$ cat config.mk
export PLATFORM = sky130hd
export DESIGN_NAME = branch_update_queue
export DESIGN_NICKNAME = d
export VERILOG_FILES = /design/src/rtl/rv32i_types.sv /design/src/rtl/branch_update_queue.sv
export SDC_FILE = /design/constraint.sdc
export NUM_CORES = 1
export LEC_CHECK = 0
export CAP_MARGIN = 0
export CORE_ASPECT_RATIO = 0.5
export CORE_MARGIN = 1
export CORE_UTILIZATION = 50
export CTS_CLUSTER_SIZE = 30
export DETAILED_ROUTE_END_ITERATION = 10
export DONT_BUFFER_PORTS = 1
export GPL_ROUTABILITY_DRIVEN = 0
export PLACE_DENSITY = 0.73
export SYNTH_ARGS = -nofsm -noshare
export SYNTH_HDL_FRONTEND = slang
export SYNTH_SLANG_ARGS = --single-unit
$ cat constraint.sdc
create_clock -name clk -period 3.5 [get_ports clk]
set_clock_uncertainty 0.2 [all_clocks]
set_input_delay 0.7 -clock clk [delete_from_list [all_inputs] [get_ports clk]]
set_output_delay 0.7 -clock clk [all_outputs]
set_load 0.03 [all_outputs]
$ cat src/rtl/rv32i_types.sv
// Shared branch-prediction types: 2-bit counter encoding, queue entry layout
// and the saturating counter update used by both the LHT and the update queue.
package rv32i_types;

  localparam int unsigned LHT_DEPTH = 64;
  localparam int unsigned BQ_DEPTH  = 8;
  localparam int unsigned LHT_IDX_W = $clog2(LHT_DEPTH);

  // Predicted direction is state[1].
  typedef enum logic [1:0] {
    snt = 2'b00,
    wnt = 2'b01,
    wt  = 2'b10,
    st  = 2'b11
  } bp_state_t;

  typedef struct packed {
    logic                 valid;
    logic                 resolved;
    logic                 taken;
    logic [LHT_IDX_W-1:0] idx;
    bp_state_t            state;
  } bq_entry_t;

  function automatic bp_state_t bp_next_state(input bp_state_t state, input logic taken);
    bp_state_t nxt;
    nxt = state;
    case (state)
      snt:     nxt = taken ? wnt : snt;
      wnt:     nxt = taken ? wt  : snt;
      wt:      nxt = taken ? st  : wnt;
      st:      nxt = taken ? st  : wt;
      default: nxt = state;
    endcase
    return nxt;
  endfunction

endpackage

$ cat src/rtl/branch_update_queue.sv
// In-order branch update queue: allocates at decode, resolves out of order by
// tag, retires from the head into a registered LHT write. BUQ_STATE_FWD_EN
// forwards a retiring counter update to younger entries on the same index.
module branch_update_queue
  import rv32i_types::*;
#(
  parameter  int unsigned BQ_DEPTH = rv32i_types::BQ_DEPTH,
  localparam int unsigned TAG_W    = $clog2(BQ_DEPTH)
) (
  input  logic                 clk,
  input  logic                 rst,
  input  logic                 enq_valid,
  input  logic [LHT_IDX_W-1:0] enq_idx,
  input  bp_state_t            enq_state,
  output logic                 enq_ready,
  output logic [TAG_W-1:0]     enq_tag,
  input  logic                 res_valid,
  input  logic [TAG_W-1:0]     res_tag,
  input  logic                 res_taken,
  output logic                 res_mispredict,
  input  logic                 flush,
  output logic                 branch_we,
  output logic [LHT_IDX_W-1:0] write_idx,
  output logic                 branch_taken,
  output bp_state_t            bp_prev_state
);

  localparam int unsigned CNT_W = TAG_W + 1;

  bq_entry_t            entries_q [BQ_DEPTH];
  bq_entry_t            entries_d [BQ_DEPTH];
  logic [TAG_W-1:0]     head_q, head_d, tail_q, tail_d;
  logic [CNT_W-1:0]     count_q, count_d;
  logic                 branch_we_q, branch_we_d;
  logic [LHT_IDX_W-1:0] write_idx_q, write_idx_d;
  logic                 branch_taken_q, branch_taken_d;
  bp_state_t            bp_prev_state_q, bp_prev_state_d;

  logic enq_fire, res_hit, retire;

  assign enq_ready = (count_q < CNT_W'(BQ_DEPTH));
  assign enq_tag   = tail_q;
  assign enq_fire  = enq_valid && enq_ready && !flush;
  assign res_hit   = res_valid && !flush && entries_q[res_tag].valid && !entries_q[res_tag].resolved;
  assign retire    = entries_q[head_q].valid && entries_q[head_q].resolved && !flush;

  assign res_mispredict = res_hit && (res_taken != entries_q[res_tag].state[1]);

  assign branch_we     = branch_we_q;
  assign write_idx     = write_idx_q;
  assign branch_taken  = branch_taken_q;
  assign bp_prev_state = bp_prev_state_q;

`ifdef BUQ_STATE_FWD_EN
  bp_state_t fwd_state;
  assign fwd_state = bp_next_state(entries_q[head_q].state, entries_q[head_q].taken);
`endif

  // Next-state for entry array, pointers and the LHT update stage.
  always_comb begin
    entries_d       = entries_q;
    head_d          = head_q;
    tail_d          = tail_q;
    count_d         = count_q;
    branch_we_d     = 1'b0;
    write_idx_d     = write_idx_q;
    branch_taken_d  = branch_taken_q;
    bp_prev_state_d = bp_prev_state_q;

    if (flush) begin
      for (int unsigned i = 0; i < BQ_DEPTH; i++) begin
        entries_d[TAG_W'(i)].valid    = 1'b0;
        entries_d[TAG_W'(i)].resolved = 1'b0;
      end
      head_d  = '0;
      tail_d  = '0;
      count_d = '0;
    end else begin
      if (res_hit) begin
        entries_d[res_tag].resolved = 1'b1;
        entries_d[res_tag].taken    = res_taken;
      end

      if (retire) begin
        branch_we_d     = 1'b1;
        write_idx_d     = entries_q[head_q].idx;
        branch_taken_d  = entries_q[head_q].taken;
        bp_prev_state_d = entries_q[head_q].state;
`ifdef BUQ_STATE_FWD_EN
        for (int unsigned i = 0; i < BQ_DEPTH; i++) begin
          if (TAG_W'(i) != head_q && entries_q[TAG_W'(i)].valid &&
              entries_q[TAG_W'(i)].idx == entries_q[head_q].idx) begin
            entries_d[TAG_W'(i)].state = fwd_state;
          end
        end
`endif
        entries_d[head_q] = '0;
        head_d            = head_q + TAG_W'(1);
      end

      if (enq_fire) begin
        entries_d[tail_q].valid    = 1'b1;
        entries_d[tail_q].resolved = 1'b0;
        entries_d[tail_q].taken    = 1'b0;
        entries_d[tail_q].idx      = enq_idx;
        entries_d[tail_q].state    = enq_state;
`ifdef BUQ_STATE_FWD_EN
        // A same-cycle retire on this index supersedes the stale LHT read.
        if (retire && enq_idx == entries_q[head_q].idx) begin
          entries_d[tail_q].state = fwd_state;
        end
`endif
        tail_d = tail_q + TAG_W'(1);
      end

      if (enq_fire && !retire) begin
        count_d = count_q + CNT_W'(1);
      end else if (!enq_fire && retire) begin
        count_d = count_q - CNT_W'(1);
      end
    end
  end

  always_ff @(posedge clk or negedge rst) begin
    if (!rst) begin
      for (int unsigned i = 0; i < BQ_DEPTH; i++) begin
        entries_q[TAG_W'(i)] <= '0;
      end
      head_q          <= '0;
      tail_q          <= '0;
      count_q         <= '0;
      branch_we_q     <= 1'b0;
      write_idx_q     <= '0;
      branch_taken_q  <= 1'b0;
      bp_prev_state_q <= wnt;
    end else begin
      entries_q       <= entries_d;
      head_q          <= head_d;
      tail_q          <= tail_d;
      count_q         <= count_d;
      branch_we_q     <= branch_we_d;
      write_idx_q     <= write_idx_d;
      branch_taken_q  <= branch_taken_d;
      bp_prev_state_q <= bp_prev_state_d;
    end
  end

endmodule

# Word level (Yosys, flattened, before mapping)
# Index checks and enable logic that the tools add are counted.
totals:
  elab_cells: 137
  ff_bits: 108
  latch_bits: 0
  mem_bits_ro: 0
  memories: 0
  in_bits: 17
  ramBits: 0
classes:
  magnitude_cmp: 7
  n_bitwise: 6
  div_mod_pow: 0
  n_eq_ne: 1
  n_reduce_logical: 21
  addsub: 4
  shifts: 0
  n_mul: 0
  mux: 51
op_table:
  columns: ["op", "n"]
  rows:
  - ["88-bit bitwise mux", 7]
  - ["88-bit 2-to-1 mux", 5]
  - ["11-bit demux with 3-bit select", 8]
  - ["88-bit AND", 1]
  - ["88-bit NOT", 1]
  - ["11-bit binary-select mux with 3-bit select", 2]
  - ["11-bit 2-to-1 mux", 6]
  - ["10-bit 2-to-1 mux", 2]
  - ["2-bit 2-to-1 mux", 9]
  - ["9-bit 2-to-1 mux", 2]
  - ["1-bit logical AND", 13]
  - ["4-bit greater-or-equal comparator, second input constant", 3]
  - ["4-bit by 1-bit less-than comparator with 1-bit output, second input constant", 3]
  - ["3-bit 2-to-1 mux", 4]
  - ["4-bit 2-to-1 mux", 3]
  - ["3-bit NOT with 4-bit output", 3]
  - ["8-bit 2-to-1 mux", 1]
  - ["3-bit by 1-bit adder with 3-bit output, second input constant", 2]
  - ["4-bit by 1-bit adder with 4-bit output, second input constant", 1]
  - ["1-bit logical NOT", 4]
  - ["4-bit less-than comparator, second input constant", 1]
  - ["2-bit nonzero test", 2]
  - ["4-bit by 1-bit subtractor with 4-bit output, second input constant", 1]
  - ["3-bit nonzero test", 1]
  - ["4 further kinds", 5]

# Logic depth before layout (Yosys ltp)
# Gate-level depths: netlist of run 1.
logic_depth:
  word_depth: 19
  mapped_depth: 9

# Worst setup path before layout of run 1
# No wires, ideal clock.
synth_timing:
  path_type: "input to output"
  start: "input res_tag[1]"
  end: "output res_mispredict"
  t_required_ps: 2600
  setup_slack_ps: -144
  t_arrival_ps: 2744
  path_stages: 7
  n_path_buf: 2
  cell_sequence: "buf_2 -> buf_2 -> mux2_2 -> a22oi_1 -> o221ai_1 -> xnor2_1 -> nor4_1"
synth_between:
  elab_chain_len: 7
  elab_cells_between_ends: 9
  cone_classes: "eq/ne: 1; mux: 3; bitwise: 1; reduce/logical: 4"
synth_lines:
  columns: ["element", "line_no", "source"]
  rows:
  - ["start, declared", "branch_update_queue.sv:18", "input logic [TAG_W-1:0] res_tag,"]
  - ["3-bit NOT with 4-bit output (implied by the code) (*)", "branch_update_queue.sv:44, branch_update_queue.sv:47", null]
  - ["11-bit binary-select mux with 3-bit select (*)", "branch_update_queue.sv:44, branch_update_queue.sv:47", null]
  - ["11-bit 2-to-1 mux (implied by the code) (*) (2 in series)", "branch_update_queue.sv:47", "assign res_mispredict = res_hit && (res_taken != entries_q[res_tag].state[1]);"]
  - ["1-bit logical AND or 1-bit logical NOT (tied branches)", "branch_update_queue.sv:44", "assign res_hit = res_valid && !flush && entries_q[res_tag].valid && !entries_q[res_tag].resolved;"]
  - ["1-bit logical AND", "branch_update_queue.sv:44", null]
  - ["1-bit logical AND (*)", "branch_update_queue.sv:47", null]
  - ["end, declared", "branch_update_queue.sv:20", "output logic res_mispredict,"]
# Every way passes the cells marked *; elsewhere a longest branch is shown, timed or not. The select of a mux whose other input is x is not followed.

# Final worst setup path of run 1
layout_timing:
  start: "register entries_q[54] (netlist name)"
  end: "output res_mispredict"
layout_between:
  elab_chain_len: 6
layout_lines:
  columns: ["element", "line_no", "source"]
  rows:
  - ["start, declared", "branch_update_queue.sv:30", "bq_entry_t entries_q [BQ_DEPTH];"]
  - ["start signal, assigned", "branch_update_queue.sv:137", "entries_q <= entries_d;"]
  - ["11-bit binary-select mux with 3-bit select", "branch_update_queue.sv:44", null]
  - ["11-bit 2-to-1 mux (2 in series)", null, null]
  - ["1-bit logical AND (2 in series)", "branch_update_queue.sv:44", null]
  - ["1-bit logical AND", "branch_update_queue.sv:47", null]
# No other way between the ends. The select of a mux whose other input is x is not followed.

==> results of run 1 <==
## layout make-up
cell class | count | area, um2 | area share [%]
multi-input cells | 399 | 2750 | 44.5
flip-flops and latches | 108 | 2700 | 43.7
clock buffers | 9 | 225 | 3.64
repair buffers | 25 | 210 | 3.40
well taps | 140 | 175 | 2.83
clock inverters | 7 | 82.6 | 1.34
inverters | 10 | 37.5 | 0.607
## cells by family after synthesis
group	share of synthesized area, %
adder cells (fa/ha/maj)	1.24
AO/OA/AOI/OAI	20.0
buffers and inverters	3.22
flip-flops	48.0
AND/OR/NAND/NOR	15.8
multiplexers	11.0
XOR/XNOR	0.622
## metal layers
metal | share of wire (%) | routed length [um] | vias to the layer above | track usage [%]
li1 | - | - | 2066 | -
met2 | 43 | 6930 | 294 | 41.9
met5 | 0 | 0 | - | 0
met4 | 2.4 | 391 | 0 | 9.18
met3 | 12 | 2010 | 35 | 7.80
met1 | 43 | 6940 | 2324 | 43.3
## worst max-delay path, stage by stage, from the launching register on
cell	delay [ns]
sky130_fd_sc_hd__dfrtp_1	0.43
sky130_fd_sc_hd__mux2i_1	0.15
sky130_fd_sc_hd__o21ai_0	0.18
sky130_fd_sc_hd__a2111oi_4	0.71
sky130_fd_sc_hd__nor4_2	0.13
sky130_fd_sc_hd__buf_4	0.20
## sequential cells by signal, summed over array words and instances (netlist names)
signal / count
bp_prev_state: 2
branch_taken: 1
branch_we: 1
count_q: 4
enq_tag: 3
entries_q: 88
head_q: 3
write_idx: 6
## metrics by stage
step | worst slack [ns] | hold slack (ns)
floorplan | 0.186 | 0.204
global placement | 0.491 | 0.207
detailed placement | 0.511 | 0.208
CTS | 0.439 | 0.115
global route | 0.310 | 0.125
finish | 0.444 | 0.0792
## synth_stat cells (2+ instances only)
| cell type | n | area share (%) |
|---|---|---|
| sky130_fd_sc_hd__o41ai_1 | 2 | 0.31 |
| sky130_fd_sc_hd__nor3_1 | 7 | 0.62 |
| sky130_fd_sc_hd__ha_1 | 4 | 0.89 |
| sky130_fd_sc_hd__a22oi_1 | 5 | 0.67 |
| sky130_fd_sc_hd__a22o_1 | 29 | 4.5 |
| sky130_fd_sc_hd__nor4b_1 | 2 | 0.31 |
| sky130_fd_sc_hd__mux2i_1 | 28 | 5.0 |
| sky130_fd_sc_hd__xnor2_1 | 3 | 0.47 |
| sky130_fd_sc_hd__a21oi_1 | 23 | 2.0 |
| sky130_fd_sc_hd__o211ai_1 | 3 | 0.40 |
| sky130_fd_sc_hd__and3_1 | 7 | 0.78 |
| sky130_fd_sc_hd__o211a_1 | 2 | 0.36 |
| sky130_fd_sc_hd__o22ai_1 | 4 | 0.44 |
| sky130_fd_sc_hd__o221ai_1 | 2 | 0.31 |
| sky130_fd_sc_hd__nand2b_1 | 4 | 0.44 |
| sky130_fd_sc_hd__nand2_1 | 69 | 4.6 |
| sky130_fd_sc_hd__dfrtp_1 | 107 | 48 |
| sky130_fd_sc_hd__o21ai_0 | 49 | 4.4 |
| sky130_fd_sc_hd__a31o_2 | 3 | 0.47 |
| sky130_fd_sc_hd__a221oi_1 | 2 | 0.31 |
| sky130_fd_sc_hd__nor3b_1 | 6 | 0.80 |
| sky130_fd_sc_hd__a41oi_1 | 5 | 0.78 |
| sky130_fd_sc_hd__a21boi_0 | 6 | 0.80 |
| sky130_fd_sc_hd__and2_1 | 5 | 0.56 |
| sky130_fd_sc_hd__nand4_1 | 6 | 0.67 |
| sky130_fd_sc_hd__nor2b_1 | 9 | 1.0 |
| sky130_fd_sc_hd__mux4_2 | 8 | 3.2 |
| sky130_fd_sc_hd__nor4_1 | 6 | 0.67 |
| sky130_fd_sc_hd__buf_2 | 10 | 0.89 |
| sky130_fd_sc_hd__clkbuf_1 | 22 | 1.5 |
| sky130_fd_sc_hd__nand3_1 | 16 | 1.4 |
| sky130_fd_sc_hd__o2bb2ai_1 | 3 | 0.47 |
| sky130_fd_sc_hd__a32o_1 | 2 | 0.36 |
| sky130_fd_sc_hd__a31oi_1 | 6 | 0.67 |
| sky130_fd_sc_hd__mux2_2 | 11 | 2.2 |
| sky130_fd_sc_hd__inv_1 | 10 | 0.67 |
| sky130_fd_sc_hd__nand3b_1 | 5 | 0.67 |
| sky130_fd_sc_hd__nor2_1 | 34 | 2.3 |
## how the worst max path moves through the flow
stage / to / from / slack, ns / cells after the start
after floorplan: res_mispredict / res_tag[1] / 0.19 / 7
after global placement: res_mispredict / res_tag[1] / 0.49 / 5
after detailed placement: res_mispredict / res_tag[1] / 0.51 / 5
after CTS: res_mispredict / entries_q[54]$_DFF_PN0_ / 0.44 / 5
after global routing: count_q[3]$_DFFE_PN0P_ / entries_q[42]$_DFF_PN0_ / 0.31 / 9
final: res_mispredict / entries_q[54]$_DFF_PN0_ / 0.44 / 5
## report_power, final
group / internal [mW] / switching (mW)
Sequential: 1.40 / 0.0924
Combinational: 0.214 / 0.244
Clock: 0.567 / 0.492
Total: 2.18 / 0.828
## what timing repair did
item / in CTS / in global routing
setup buffers: 0 / 0
hold buffers: 2 / 0
hold endpoints to repair: 107 / 0
==> impl_summary.txt, run 1 <==
----------------------------------------------------
[Status]
  Status ... finished, violations left
  Violated checks ... DRC

[Critical path]
  Startpoint types ... flip-flop
  Crit path capture type ... output port
  Cell depth of the worst flop-to-flop path ... 9
  Critical path start-end classification ... reg -> out
  Largest fanout on the critical path ... 9
  Required time of the critical path ... between 2 and 3 ns
  Register-to-Register Setup Slack ... roughly 0.48 ns
  End of the worst register-to-register path ... count_q[3]$_DFFE_PN0P_
  Arr. time, crit path ... about 2.2 ns
  Reg2Reg Launch Point ... entries_q[31]$_DFF_PN0_

[Clock tree]
  Clock transition time at the flip-flop clock pins of the worst setup and hold paths ... about 0.070 ns
  Clock buffer depth ... 2
  CTS tree ... built
  Cell at the root of the clock tree ... sky130_fd_sc_hd__clkbuf_16
  Clock buffer count from CTS ... 9
  Clock Latency Late Sink ... around 0.35 ns
  Quantity of gates resized following cts ... 0
  Number of H-tree levels ... 3
  Clock sink total ... roughly 110

[Place]
  Post-detailed-placement half-perimeter wirelength ... approximately 11000 um
  Placed standard-cell area ... approximately 6000 um2
  Cell count after placement ... between 600 and 700
  Number of input and output port buffers inserted ... 0

[Detailed routing]
  Via density per instance ... 6.76
  Routed WL ... roughly 16000 um
  First-pass iteration count of the detailed router ... 8
  Number of DRC markers after the initial detailed-route iteration ... 800
  # DRC ... 6
  ANT nets after route ... 0
  Vias ... 4719
  Final routed wire length divided by cell count ... about 23 um

[Timing]
  RSZ-0062 raised after global routing ... no
  F_max ... 327 MHz
  Setup-failing EPs final ... 0
  Period utilisation layout ... between 80% and 90%
  Slew headroom ... 32.4%
  Shortest clock period the worst path allows after layout ... just over 3 ns
  Count of final max-slew check failures ... 0
  Hold Vio Cnt, Final ... 0
  Setup Total Neg Slack ... 0 ns
  Slew at the pin closest to its max-slew limit ... approximately 1.0 ns

[Yosys]
  Primary FF master, synth ... sky130_fd_sc_hd__dfrtp_1
  Net count after synthesis ... around 570
  Synthesized instance count ... roughly 550
  Async S/R FF share, synth ... between 90% and 100%
  Post-synth EDFFs ... 0
  #FFs+latches synth ... roughly 110
  Yosys Warn Count ... 0
  Register area share after synthesis ... between 40% and 50%
  Area of the mapped netlist ... 5630 um2
  Per-instance average area after synthesis ... 10.2 um2
  Number of unique standard cell types used by synthesis ... 64

[Floorplanning]
  Horiz. Die Dim ... ~150 um
  Io pins ... 32
  Core Footprint ... between 10000 and 15000 um2
  Die footprint ... between 10000 and 15000 um2
  Starting density of the core ... 53.2%
  Chip height ... a little under 80 um
  Total number of placement rows ... 26

[Pwr]
  Leakage component of the power ... between 2 and 3 nW
  Total power of the final layout ... 3.01 mW
  Power per Cell Area ... 486 nW/um2
  Peak supply drop ... just over 300 uV

[Global routing]
  Gr usage total ... approximately 29%
  Number of antenna violations at the first check in global routing ... 0
  Largest net degree at the start of global routing ... approximately 110
  First-pass GRT wire length ... 25900 um
  Via count of the first global-routing pass ... between 4k and 5k
  Gr ovfl total ... 0

[Layout]
  Final Cell Area ... ~6200 um2
  Commonest non-fill, non-tap cells in the layout ... 107 x sky130_fd_sc_hd__dfrtp_1, 69 x sky130_fd_sc_hd__nand2_1, 49 x sky130_fd_sc_hd__o21ai_0
  Number of inserted filler cells in the final layout ... 858
  Net count, final ... between 500 and 600
  Share of post-route cells with drive strength above 1 ... between 10% and 20%
  Number of inserted diodes ... 0
  Area growth, synth to finish ... 9.87%
  Final core utilization ... between 50 and 60%
  Final cell count without fillers ... between 600 and 700
  Most frequent standard cell in the layout excluding fill and tap cells ... sky130_fd_sc_hd__dfrtp_1

[Job]
  Number of max-cap violations ... 0

[Min path]
  Type of the tightest min-delay check ... in -> async

----------------------------------------------------
No activity file was read; power rests on OpenSTA's default activity.
==> inputs of run 2 (changes only) <==
--- a/config.mk
+++ b/config.mk
@@ -13,7 +13,7 @@
 export DETAILED_ROUTE_END_ITERATION = 10
 export DONT_BUFFER_PORTS = 1
 export GPL_ROUTABILITY_DRIVEN = 0
-export PLACE_DENSITY = 0.73
+export PLACE_DENSITY_LB_ADDON = 0.25
 export SYNTH_ARGS = -nofsm -noshare
 export SYNTH_HDL_FRONTEND = slang
 export SYNTH_SLANG_ARGS = --single-unit
==> impl_summary.txt, run 2 (synthesis results as in run 1) <==
----------------------------------------------------
[Status]
  Status ... finished clean

[Timing]
  Setup Total Neg Slack ... 0 ns (unchanged)
  Setup-failing EPs final ... 0 (unchanged)
  RSZ-0062 raised after global routing ... no
  Slew headroom ... 22.5% (-9.9 points)
  Shortest clock period the worst path allows after layout ... 3.10 ns (+0.0411 ns)
  Final setup margin ... 0.403 ns (-0.0411 ns)
  Slew at the pin closest to its max-slew limit ... 1.16 ns (+0.148 ns)
  Hold Vio Cnt, Final ... 0 (unchanged)
  F_max ... 323 MHz (-1.3%)
  Tightest hold margin ... 0.0698 ns (-0.00931 ns)
  Count of final max-slew check failures ... 0 (unchanged)
  Period utilisation layout ... 88.5% (+1.2 points)

[Job]
  Number of max-cap violations ... 0 (unchanged)

[Detailed routing]
  Final routed wire length divided by cell count ... 23.8 um (+1.9%)
  Routed WL ... 16400 um (+0.89%)
  First-pass iteration count of the detailed router ... 6 (-2)
  # DRC ... 0 (-6)
  ANT nets after route ... 0 (unchanged)
  Via density per instance ... 6.72 (-0.57%)
  Vias ... 4645 (-1.6%)
  Number of DRC markers after the initial detailed-route iteration ... 587 (-27%)

[Clock tree]
  Clock buffer count from CTS ... 9 (unchanged)
  Cell at the root of the clock tree ... sky130_fd_sc_hd__clkbuf_16
  Clock sink total ... 108 (unchanged)
  Number of buffers inserted to repair setup after CTS ... 0 (unchanged)
  Clock buffer depth ... 2 (unchanged)
  Clock Latency Late Sink ... 0.35 ns (about the same)
  Number of H-tree levels ... 3 (unchanged)
  CTS tree ... built
  Clock transition time at the flip-flop clock pins of the worst setup and hold paths ... 0.07 ns (about the same)

[Pwr]
  Power per Cell Area ... 498 nW/um2 (+2.5%)
  Leakage component of the power ... 2.70 nW (-0.65%)
  Peak supply drop ... 303 uV (+0.23%)

[Critical path]
  Startpoint types ... flip-flop
  Largest fanout on the critical path ... 9 (unchanged)
  Critical path cell sequence ... mux2i_1 > o21ai_0 > a2111oi_4 > nor4_2 > buf_4
  Required time of the critical path ... 2.60 ns (about the same)
  Critical path start-end classification ... reg -> out
  Arr. time, crit path ... 2.20 ns (+0.04 ns)
  Crit path capture type ... output port
  Crit path max-delay cell type ... sky130_fd_sc_hd__a2111oi_4
  Slowest stage delay, CP ... 0.67 ns (-0.04 ns)

[Floorplanning]
  Starting density of the core ... 53.2% (unchanged)
  Horiz. Die Dim ... 152 um (unchanged)
  Io pins ... 32 (unchanged)
  Total number of placement rows ... 26 (unchanged)
  Chip height ... 77.0 um (unchanged)
  Die footprint ... 11700 um2 (unchanged)
  Core Footprint ... 10600 um2 (unchanged)

[Layout]
  Flip-flop count of the largest register after layout ... 88 (unchanged)
  Area occupied by multi-input gates ... 2760 um2 (+0.23%)
  Number of inserted filler cells in the final layout ... 891 (+3.8%)
  Most frequent standard cell in the layout excluding fill and tap cells ... sky130_fd_sc_hd__dfrtp_1
  Commonest non-fill, non-tap cells in the layout ... 107 x sky130_fd_sc_hd__dfrtp_1, 69 x sky130_fd_sc_hd__nand2_1, 49 x sky130_fd_sc_hd__o21ai_0
  Share of post-route cells with drive strength above 1 ... 12.2% (-0.74 points)
  Number of inserted diodes ... 0 (unchanged)
  Final cell count without fillers ... 691 (-1.0%)
  Register with the most flip-flops ... entries_q
  Final core utilization ... 58.2% (-0.25 points)
  Net count, final ... 569 (-1.0%)
  Sequential Area ... 2700 um2 (unchanged)
  Area growth, synth to finish ... 9.40%

[Place]
  Cell count after placement ... 675 (-0.74%)
  Post-detailed-placement half-perimeter wirelength ... 10600 um (-0.34%)
  Post-Place Worst Slack ... 0.440 ns (-0.0702 ns)
  Number of input and output port buffers inserted ... 0 (unchanged)

[Global routing]
  Number of antenna violations at the first check in global routing ... 0 (unchanged)
  First-pass GRT wire length ... 25900 um (-0.22%)
  Gr ovfl total ... 0 (unchanged)
  Via count of the first global-routing pass ... 4420 (-0.94%)
  Gr usage total ... 29.4% (about the same)
  Largest net degree at the start of global routing ... 109 (+0.93%)

[Min path]
  Type of the tightest min-delay check ... in -> async

----------------------------------------------------
==> run 2: worst max-delay path: cells and delay by family (launching register included) <==
family | cells | cell delay [ns]
compound gates | 2 | 0.89
buf+inv | 1 | 0.19
flops | 1 | 0.44
mux | 1 | 0.21
simple gates | 1 | 0.12
==> run 2: final timing paths <==
check	startpoint	to	slack, ns	cells after the start
max in group asynchronous	rst	entries_q[19]$_DFFE_PN0N_	2.58	1
min reg2reg	entries_q[72]$_DFFE_PN0N_	entries_q[72]$_DFFE_PN0N_	0.29	2
max reg2reg	head_q[0]$_DFFE_PN0P_	count_q[3]$_DFFE_PN0P_	0.41	8
min	rst	entries_q[13]$_DFFE_PN0N_	0.07	1
max	entries_q[54]$_DFF_PN0_	res_mispredict	0.40	5
min in group clk	flush	entries_q[43]$_DFF_PN0_	0.21	1
==> run 2: metrics by stage <==
step / area, um2 / total power, mW
floorplan: 5640 / 1.83
global placement: 5810 / 1.92
detailed placement: 5810 / 1.93
CTS: 6160 / 3.07
global route: 6160 / 3.19
finish: 6160 / 3.07
==> run 2: final cells by class <==
type / instances / area share, %
clock buffers: 9 / 3.66
clock inverters: 6 / 1.58
inverters: 10 / 0.610
multi-input cells: 399 / 44.8
flip-flops and latches: 108 / 43.9
well taps: 140 / 2.84
repair buffers: 19 / 2.64
==> run 2: power by group <==
part | switching (mW) | leakage, nW | internal [mW]
registers | 0.105 | 1.46 | 1.40
logic | 0.232 | 1.08 | 0.210
clock network | 0.489 | 0.158 | 0.634
==> run 2: timing repair <==
item                                   in CTS  in global routing
hold buffers                                1                  0
endpoints found under the hold margin     108                  0
resized for setup                           0                  0
==> run 2: per-layer routing <==
| metal | GRT usage, % | up-vias | routed length (um) | part of all wire [%] |
|---|---|---|---|---|
| met4 | 10.2 | 0 | 348 | 2.1 |
| met1 | 43.1 | 2310 | 7310 | 45 |
| met5 | 0 | - | 0 | 0 |
| li1 | - | 2045 | - | - |
| met3 | 8.37 | 30 | 1770 | 11 |
| met2 | 41.3 | 260 | 6990 | 43 |
==> inputs of run 3 (changes only) <==
--- a/config.mk
+++ b/config.mk
@@ -6,7 +6,6 @@
 export NUM_CORES = 1
 export LEC_CHECK = 0
 export CAP_MARGIN = 0
-export CORE_ASPECT_RATIO = 0.5
 export CORE_MARGIN = 1
 export CORE_UTILIZATION = 50
 export CTS_CLUSTER_SIZE = 30
==> impl_summary.txt, run 3 (synthesis results as in run 1) <==
----------------------------------------------------
[Place]
  Post-detailed-placement half-perimeter wirelength ... 10800 um (+2.0%)
  Post-Place Worst Slack ... 0.451 ns (+0.0107 ns)
  Placed standard-cell area ... 5800 um2 (-0.11%)
  Number of input and output port buffers inserted ... 0 (unchanged)
  Cell count after placement ... 675 (unchanged)

[Detailed routing]
  ANT nets after route ... 0 (unchanged)
  Detailed-route wire length on metal 1 ... 6830 um (-6.5%)
  Uppermost layer routed ... met4
  # DRC ... 0 (unchanged)
  Total met2 wirelength after detailed routing ... 7880 um (+13%)
  Via density per instance ... 6.77 (+0.78%)
  Met3 routed WL ... 1570 um (-11%)
  Routed WL ... 16600 um (+1.1%)
  First-pass iteration count of the detailed router ... 5 (-1)
  Number of DRC markers after the initial detailed-route iteration ... 498 (-15%)
  Vias ... 4688 (+0.93%)
  Final routed wire length divided by cell count ... 24.0 um (+0.91%)

[Floorplanning]
  Starting density of the core ... 51.7% (-1.5 points)
  Die footprint ... 11700 um2 (-0.22%)
  Io pins ... 32 (unchanged)
  Total number of placement rows ... 38 (+46%)
  Core Footprint ... 10900 um2 (+3.0%)
  Chip height ... 108 um (+40%)
  Horiz. Die Dim ... 108 um (-29%)

[Critical path]
  Register-to-Register Setup Slack ... 0.42 ns (about the same)
  Reg2Reg Launch Point ... entries_q[42]$_DFF_PN0_
  Largest fanout on the critical path ... 8 (-1)
  Critical path start-end classification ... reg -> reg
  Crit path capture type ... flip-flop
  Cell depth of the worst flop-to-flop path ... 9 (+1)
  Startpoint types ... flip-flop
  End of the worst register-to-register path ... count_q[3]$_DFFE_PN0P_
  Required time of the critical path ... 3.57 ns (+0.97 ns)
  Arr. time, crit path ... 3.15 ns (+0.95 ns)

[Timing]
  RSZ-0062 raised after global routing ... no
  Hold Vio Cnt, Final ... 0 (unchanged)
  Period utilisation layout ... 88.0% (-0.47 points)
  Slew headroom ... 21.9% (-0.61 points)
  Tightest hold margin ... 0.00312 ns (-0.0667 ns)
  Shortest clock period the worst path allows after layout ... 3.08 ns (-0.0165 ns)
  F_max ... 325 MHz (+0.53%)
  Final setup margin ... 0.419 ns (+0.0165 ns)
  Setup Total Neg Slack ... 0 ns (unchanged)
  Slew at the pin closest to its max-slew limit ... 1.16 ns (-0.00183 ns)
  Setup-failing EPs final ... 0 (unchanged)
  Count of final max-slew check failures ... 0 (unchanged)

[Clock tree]
  Number of H-tree levels ... 3 (unchanged)
  Number of buffers inserted to repair setup after CTS ... 0 (unchanged)
  Clock transition time at the flip-flop clock pins of the worst setup and hold paths ... 0.09 ns (+0.02 ns)
  Cell at the root of the clock tree ... sky130_fd_sc_hd__clkbuf_8
  Clock buffer depth ... 2 (unchanged)
  Clock Latency Late Sink ... 0.40 ns (+0.05 ns)
  Clock sink total ... 108 (unchanged)
  CTS tree ... built
  Clock buffer count from CTS ... 9 (unchanged)

[Layout]
  Register with the most flip-flops ... entries_q
  Final cell count without fillers ... 692 (+0.14%)
  Final core utilization ... 55.2% (-3.0 points)
  Commonest non-fill, non-tap cells in the layout ... 107 x sky130_fd_sc_hd__dfrtp_1, 69 x sky130_fd_sc_hd__nand2_1, 49 x sky130_fd_sc_hd__o21ai_0
  Share of post-route cells with drive strength above 1 ... 11.8% (-0.38 points)
  Final Cell Area ... 6010 um2 (-2.3%)
  Number of inserted diodes ... 0 (unchanged)
  Most frequent standard cell in the layout excluding fill and tap cells ... sky130_fd_sc_hd__dfrtp_1
  Area growth, synth to finish ... 6.85%
  Number of inserted filler cells in the final layout ... 947 (+6.3%)
  Area occupied by multi-input gates ... 2750 um2 (-0.23%)
  Flip-flop count of the largest register after layout ... 88 (unchanged)
  Net count, final ... 569 (unchanged)
  Sequential Area ... 2700 um2 (unchanged)

[Job]
  Number of max-cap violations ... 0 (unchanged)

[Pwr]
  Peak supply drop ... 367 uV (+21%)
  Leakage component of the power ... 2.63 nW (-2.4%)
  Power per Cell Area ... 446 nW/um2 (-10%)
  Total power of the final layout ... 2.68 mW (-13%)

[Global routing]
  Gr ovfl total ... 0 (unchanged)
  Largest net degree at the start of global routing ... 109 (unchanged)
  Via count of the first global-routing pass ... 4584 (+3.7%)
  Number of antenna violations at the first check in global routing ... 0 (unchanged)
  First-pass GRT wire length ... 25700 um (-0.80%)
  Gr usage total ... 30.0% (+0.68 points)

[Status]
  Status ... finished clean

[Min path]
  Type of the tightest min-delay check ... in -> async

----------------------------------------------------
run 3: area by class of cell:
type	count	area share [%]
sequential	108	45.0
tap	140	2.91
inverter	10	0.624
timing repair buffer	19	2.70
multi-input combinational	399	45.7
clock inverter	3	0.437
clock buffer	13	2.64
run 3: routing by layer:
layer	global-route usage (%)	vias up
met2	47.7	233
met4	9.30	0
met5	0	-
met3	8.68	30
li1	-	2038
met1	39.7	2387
run 3: repair_timing:
item	in CTS	in global routing
gates resized for setup	0	0
hold endpoints to repair	108	0
hold buffers	1	0
run 3: where the power goes:
group          leakage [nW]  switching, mW  internal (mW)
Sequential             1.46          0.111           1.39
Combinational          1.08          0.223          0.207
Clock                0.0946          0.441          0.306
run 3: worst max-delay path by stage:
stage / slack, ns / endpoint / startpoint / cells after the start
final: 0.42 / count_q[3]$_DFFE_PN0P_ / entries_q[42]$_DFF_PN0_ / 9
after global routing: 0.27 / count_q[3]$_DFFE_PN0P_ / entries_q[42]$_DFF_PN0_ / 9
after CTS: 0.44 / count_q[3]$_DFFE_PN0P_ / entries_q[42]$_DFF_PN0_ / 9
after detailed placement: 0.45 / count_q[3]$_DFFE_PN0P_ / entries_q[31]$_DFF_PN0_ / 9
after global placement: 0.57 / res_mispredict / res_tag[0] / 6
after floorplan: 0.19 / res_mispredict / res_tag[1] / 7
run 3: critical path, stage by stage, from the launching register on:
cell and delay, ns:
sky130_fd_sc_hd__dfrtp_1 0.43, sky130_fd_sc_hd__nand2_1 0.12, sky130_fd_sc_hd__mux4_2 0.57, sky130_fd_sc_hd__mux2_4 0.36, sky130_fd_sc_hd__nand3_1 0.15, sky130_fd_sc_hd__ha_1 0.24
sky130_fd_sc_hd__a21o_1 0.18, sky130_fd_sc_hd__a21oi_1 0.25, sky130_fd_sc_hd__a211oi_1 0.12, sky130_fd_sc_hd__a311o_1 0.35
